[config.mk]
export PLATFORM = sky130hd
export DESIGN_NAME = gray_counter_source_flat
export DESIGN_NICKNAME = d
export VERILOG_FILES = /design/src/rtl/gray_pkg.sv /design/src/rtl/gray_counter_source_if.sv /design/src/rtl/bin_to_gray.sv /design/src/rtl/gray_counter_source.sv /design/src/flat_wrapper.sv
export SDC_FILE = /design/constraint.sdc
export NUM_CORES = 1
export LEC_CHECK = 0
export ABC_AREA = 1
export CORE_MARGIN = 5
export CORE_UTILIZATION = 41
export DETAILED_ROUTE_END_ITERATION = 6
export PLACE_DENSITY_LB_ADDON = 0.3
export SLEW_MARGIN = 20
export SYNTH_ARGS = -nofsm -noshare
export SYNTH_HDL_FRONTEND = slang
export SYNTH_SLANG_ARGS = --single-unit
[constraint.sdc]
create_clock -name clk -period 1.7 [get_ports clk]
set_clock_uncertainty 0.15 [all_clocks]
set_input_delay 0.17 -clock clk [delete_from_list [all_inputs] [get_ports clk]]
set_output_delay 0.17 -clock clk [all_outputs]
set_load 0.02 [all_outputs]
[src/rtl/gray_pkg.sv]
// rtl/gray_pkg.sv - shared width default, FSM states and bin-to-Gray helper
package gray_pkg;

  localparam int GRAY_DEFAULT_N = 4;

  typedef enum logic {
    ST_IDLE = 1'b0,
    ST_RUN  = 1'b1
  } gray_state_e;

  // Sized for the widest legal code; callers cast to their own width.
  function automatic logic [15:0] bin2gray(input logic [15:0] bin);
    return bin ^ (bin >> 1);
  endfunction

endpackage

[src/rtl/gray_counter_source_if.sv]
// rtl/gray_counter_source_if.sv - Gray code offer/accept link to the downstream stage
interface gray_counter_source_if #(
  parameter int N = gray_pkg::GRAY_DEFAULT_N
);

  logic [N-1:0] gray;
  logic         out_valid;
  logic         out_ready;
  logic         wrap;

  modport master (output gray, output out_valid, output wrap, input out_ready);
  modport slave  (input gray, input out_valid, input wrap, output out_ready);

endinterface

[src/rtl/bin_to_gray.sv]
// rtl/bin_to_gray.sv - combinational binary to Gray conversion
module bin_to_gray
  import gray_pkg::*;
#(
  parameter int N = GRAY_DEFAULT_N
) (
  input  logic [N-1:0] bin_i,
  output logic [N-1:0] gray_o
);

  assign gray_o = N'(bin2gray(16'(bin_i)));

endmodule

[src/rtl/gray_counter_source.sv]
// rtl/gray_counter_source.sv - up/down Gray code source with load, backpressure and wrap pulse
module gray_counter_source
  import gray_pkg::*;
#(
  parameter int N = GRAY_DEFAULT_N
) (
  input  logic                          clk,
  input  logic                          rst,
  input  logic                          en,
  input  logic                          up,
  input  logic                          load,
  input  logic [N-1:0]                  load_bin,
  gray_counter_source_if.master         bus
);

  gray_state_e  state_q, state_d;
  logic [N-1:0] cnt_q, cnt_d;
  logic [N-1:0] gray_q, gray_d;
  logic         wrap_q, wrap_d;

  logic out_valid;
  logic xfer;
  logic load_ok;

  assign out_valid = (state_q == ST_RUN);
  assign xfer      = out_valid & bus.out_ready;
  // A load may not replace a code that is on offer but not yet taken.
  assign load_ok   = load & (~out_valid | xfer);

  always_comb begin
    cnt_d  = cnt_q;
    wrap_d = 1'b0;
    if (load_ok) begin
      cnt_d = load_bin;
    end else if (xfer) begin
      if (up) begin
        cnt_d  = cnt_q + N'(1);
        wrap_d = (cnt_q == {N{1'b1}});
      end else begin
        cnt_d  = cnt_q - N'(1);
        wrap_d = (cnt_q == '0);
      end
    end
  end

  always_comb begin
    state_d = state_q;
    case (state_q)
      ST_IDLE: if (en)         state_d = ST_RUN;
      ST_RUN:  if (xfer & ~en) state_d = ST_IDLE;
      default:                 state_d = ST_IDLE;
    endcase
  end

  bin_to_gray #(.N(N)) u_bin_to_gray (
    .bin_i  (cnt_d),
    .gray_o (gray_d)
  );

  always_ff @(posedge clk or posedge rst) begin
    if (rst) begin
      state_q <= ST_IDLE;
      cnt_q   <= '0;
      gray_q  <= '0;
      wrap_q  <= 1'b0;
    end else begin
      state_q <= state_d;
      cnt_q   <= cnt_d;
      gray_q  <= gray_d;
      wrap_q  <= wrap_d;
    end
  end

  assign bus.gray      = gray_q;
  assign bus.out_valid = out_valid;
  assign bus.wrap      = wrap_q;

endmodule

[src/flat_wrapper.sv]
// flat-port wrapper written by rule: the top's interface ports become plain ports
module gray_counter_source_flat import gray_pkg::*;
#(
  parameter int N = GRAY_DEFAULT_N
)
  (clk, rst, en, up, load, load_bin, bus_gray, bus_out_valid, bus_wrap, bus_out_ready);
  gray_counter_source_if #(.N(N)) bus_i ();
  input  logic clk;
  input  logic rst;
  input  logic en;
  input  logic up;
  input  logic load;
  input  logic [N-1:0] load_bin;
  output wire logic [$bits(bus_i.gray)-1:0] bus_gray;
  output wire logic [$bits(bus_i.out_valid)-1:0] bus_out_valid;
  output wire logic [$bits(bus_i.wrap)-1:0] bus_wrap;
  input wire logic [$bits(bus_i.out_ready)-1:0] bus_out_ready;
  assign bus_gray = bus_i.gray;
  assign bus_out_valid = bus_i.out_valid;
  assign bus_wrap = bus_i.wrap;
  assign bus_i.out_ready = bus_out_ready;
  gray_counter_source #(.N(N)) u_core (.clk(clk), .rst(rst), .en(en), .up(up), .load(load), .load_bin(load_bin), .bus(bus_i));
endmodule
### After elaboration in Yosys (flattened, before gate mapping)

Cells that the tools add are included.

* input port bits: 10
* output and inout bits: 6
* register bits: 10

* bitwise gates (word level): 7
* add/sub/neg operators: 2
* equality and inequality tests: 1
* multiplexer cells: 9
* reduce and logical (&&, ||, !) cells: 1

Operator list (number)
* two-way mux 4 bit: 3
* two-way mux 1 bit: 5
* adder 4 x 1 -> 4 bit (second input constant): 1
* == test 4 bit (second input constant): 1
* logical NOT 4 bit: 1
* subtractor 4 x 1 -> 4 bit (second input constant): 1
* XOR 4 x 3 -> 4 bit: 1
* AND 1 bit: 3
* NOT 1 bit: 2
* case mux 1 bit (2 select lines): 1
* bitwise OR 1 bit: 1

### Longest topological paths before layout

* depth in word-level cells: 5
* depth in mapped cells: 11
* gate-level depth less buffers: 11

### Cells and area by module

Synthesis repeated with hierarchy kept, for this count alone.

* cell total of the unflattened synthesis: 75
* area, all modules: 563.0 um2

Modules (own cells, without submodules)
* gray_counter_source: times used 1, area an instance 506.7 um2, cells an instance 61
* bin_to_gray: times used 1, area an instance 56.3 um2, cells an instance 14

### Worst setup path after synthesis

OpenSTA, ideal clock, no wires.

* path kind: reg2reg
* start point: register u_core.cnt_q[0]
* end point: register u_core.gray_q[1] (netlist: u_core.bus.gray[1])
* setup slack: 99 ps
* data required time: 1423 ps
* arrival time: 1324 ps
* setup time: 127 ps
* clock period less this slack: 1601 ps
* stages on the path, launching flop included: 6
* cell sequence: dfrtp_1 > fa_1 > xnor2_1 > nor2_1 > o21bai_4 > xor2_1

* word-level cells in the longest chain between the ends: 5

Ends and longest elaborated chain
* start: declaration: line gray_counter_source.sv:17 `logic [N-1:0] cnt_q, cnt_d;`
* start signal: assignment: line gray_counter_source.sv:68 `cnt_q <= cnt_d;`
* subtractor 4 x 1 -> 4 bit / adder 4 x 1 -> 4 bit (equally long branches): line gray_counter_source.sv:40, gray_counter_source.sv:37
* two-way mux 4 bit (*): line gray_counter_source.sv:36 `if (up) begin`
* two-way mux 4 bit (*): line gray_counter_source.sv:35 `end else if (xfer) begin`
* two-way mux 4 bit (*): line gray_counter_source.sv:33 `if (load_ok) begin`
* XOR 4 x 3 -> 4 bit (*): line gray_pkg.sv:13 `return bin ^ (bin >> 1);`
* named net u_core.gray_d[1]: line gray_counter_source.sv:18 `logic [N-1:0] gray_q, gray_d;`
* end signal: assignment: line gray_counter_source.sv:69 `gray_q <= gray_d;`
* end: declaration: line gray_counter_source.sv:18

The timed path passes the listed nets; every way through them passes the cells marked *.

### Worst setup path in the final report

* start point: register u_core.cnt_q[1]
* end point: register u_core.gray_q[1] (netlist: u_core.bus.gray[1])

* word-level cells in the longest chain between the ends: 5

Ends and longest elaborated chain (line)
* subtractor 4 x 1 -> 4 bit / adder 4 x 1 -> 4 bit (equally long branches): gray_counter_source.sv:40, gray_counter_source.sv:37
* two-way mux 4 bit: gray_counter_source.sv:36
* two-way mux 4 bit (*): gray_counter_source.sv:35
* two-way mux 4 bit (*): gray_counter_source.sv:33
* XOR 4 x 3 -> 4 bit (*): gray_pkg.sv:13
* named net u_core.gray_d[1]: gray_counter_source.sv:18

Marks and branches as above.

==> metrics.txt <==
Final #Nets 107; synthesis-stage register bit count 9; Core Util, Final 60.8%; remaining antenna violation count 0; register share of total power 36.1%; CTS H-tree lvls 1; largest net degree at the start of global routing 10; Die ar. 0.00228 mm^2; arrival time at the worst endpoint 1.62 ns; antenna violations before repair 0; Ant. Diodes 0; IO Pins 16; CP max-delay cell dfrtp_2; Fillers 117; Hold-fix buffers, CTS 0; CTS tree done; Die W 47.8 um; Avg WL per Cell 11.1 um; Worst Path Required 1.70 ns; crit start category flop; wirelength, routed 1.20 mm; DRC errors left 0; Max Buffers Root-to-Sink 2; Clock Sinks 9; GPL Wtd Cong 0.811; Syn Inst Count 72; drt pass-1 iters 4; Vias 495; Setup violations, final 0; Register Area 226 um^2; Initial Utilization 43.9%; root buffer cell clkbuf_4; gr usage total 13.1%; fin crit period 1.63 ns; area of the multi-input gates 312 um^2; Worst-path clk slew 0.06 ns; CP peak stage delay 0.44 ns; synth unique cells 21; synthesis warning total 0; share of layout cells above drive strength 1 21.5%; setup TNS 0 ns; final-report max-slew violation count 0; Post-Syn Area 586 um^2; Worst slew margin 78.0%; fin cells 108; row count 13; chip height 47.8 um; dpl cells 104; Area Growth Syn to Fin 38.5%; Switch Pwr 294 uW; total power 814 uW; vias in the first global route 490; GRT Residual Overflow 0; CORE AREA 0.00133 mm^2; clock share of power 20.5%; logic gate share of total power 43.3%; leakage power 0.411 nW; final hold violation count 0; Synthesized Nets 85; CP Capture Type flop; IO buf count 15; pwr dens 1000 mW/mm^2; Syn Area/Cell 8.13 um^2; Switching Share 36.1%; post-route cell area 811 um^2; Max Cap Viol 0; internal power 520 uW; crit share post-route 95.8%; Placed Area 769 um^2; outcome finished, final reports clean; Setup Fix Bufs, Post-CTS 0; Iteration-0 DRC Markers 7; RSZ-0062 raised after global routing false; CP Class reg2reg; Max Clk Rate 614 MHz; critical-path maximum fanout 5; post-synthesis sequential area ratio 38.5%; DPL Wire Length 967 um; Tightest Pin Transition 0.330 ns; later-pin clock latency in the skew report 0.26 ns; Num CTS Buffers 3; hold crit path type in2async; Peak VDD IR 0.540 mV; Via density 4.58; first-pass GRT wire length 1.96 mm; CP Cell Sequence fa_2, xnor2_1, nor2_1, o21bai_4, xor2_1
-- power groups by stage --
stage          sequential (mW)  combinational [mW]  clock (mW)
6_report                 0.294               0.353       0.167
5_1_grt                  0.301               0.390       0.189
4_1_cts                  0.294               0.357       0.173
3_5_place_dp             0.294               0.346           0
3_3_place_gp             0.293               0.340           0
2_1_floorplan            0.327               0.183           0
-- stage by stage --
stage               worst slack [ns]  hold WS (ns)
global placement              -0.289         0.312
detailed placement            -0.334         0.317
global route                  0.0129        0.0492
finish                        0.0714       0.00736
floorplan                     0.0990        -0.152
CTS                           0.0547        0.0206
-- cells by family after synthesis --
| family | Yosys count | share of synthesized area, % |
|---|---|---|
| adder cells (fa/ha/maj) | 3 | 7.69 |
| flip-flops | 9 | 38.5 |
| XOR/XNOR | 3 | 4.49 |
| AO/OA/AOI/OAI | 8 | 12.8 |
| AND/OR/NAND/NOR | 33 | 25.6 |
| buffers and inverters | 16 | 10.9 |
-- registers in the layout, summed over array words and instances, names as in the netlist --
register and flops:
u_core.bus.gray 3, u_core.bus.out_valid 1, u_core.bus.wrap 1, u_core.cnt_q 4
-- critical path, delay by kind of cell, from the launching register on --
family	cells	cell delay [ns]
AOI/OAI and AO/OA	1	0.10
xor gates and xnor gates	2	0.28
adders and majority gates	1	0.35
DFF	1	0.44
and+or+nand+nor	1	0.20
-- final timing paths --
kind | cells past startpoint | to | from | slack, ns
max | 5 | u_core.bus.gray[1] | u_core.cnt_q[1] | 0.07
min | 2 | u_core.cnt_q[2] | rst | 0.007
max reg2reg | 5 | u_core.bus.gray[1] | u_core.cnt_q[1] | 0.07
min reg2reg | 2 | u_core.bus.out_valid | u_core.bus.out_valid | 0.43
max in group asynchronous | 2 | u_core.cnt_q[1] | rst | 1.13
min in group clk | 3 | u_core.bus.out_valid | en | 0.29
-- cell usage after synthesis, drive strengths merged --
cell type  number  area [um^2]
o21ai           5         28.8
o21bai          1         18.8
dfrtp           9          225
fa              1         20.0
xor2            2         17.5
nor3            1         5.00
nand2          19         86.3
or2             2         12.5
o2111a          1         11.3
a21oi           1         16.3
nor2            7         26.3
buf             1         7.51
ha              2         25.0
nand3           4         20.0
xnor2           1         8.76
inv            15         56.3
-- cell type report --
class / count / area share (%)
Inverter: 15 / 6.94
Timing Repair Buffer: 18 / 21.1
Sequential cell: 9 / 27.9
Clock buffer: 4 / 3.24
Tap cell: 15 / 2.31
Multi-Input combinational cell: 47 / 38.4
-- what timing repair did --
item,CTS,global route
endpoints found under the hold margin,0,0
cloned,0,0
pin swaps,1,0
setup endpoints to repair,2,1
resized for setup,4,1
-- cell usage in the layout, fill, tap and decap left out, types with 2 or more instances in the layout --
cell              n
nor2_1            7
clkdlybuf4s50_1  14
o21ai_0           2
nand2_2           3
or2_1             2
dfrtp_1           8
nand2_1          15
buf_4             3
nand3_1           4
o21ai_1           2
clkbuf_4          3
inv_2             4
xor2_1            2
inv_1            11
-- layer usage --
| metal | up-vias | global-route usage (%) | share of wire [%] |
|---|---|---|---|
| met4 | 0 | 11.3 | 4.0 |
| met5 | - | 0 | 0 |
| met1 | 217 | 16.6 | 46 |
| met2 | 13 | 19.0 | 45 |
| li1 | 260 | - | - |
| met3 | 5 | 2.26 | 4.9 |
(Power assumes the default switching activity.)
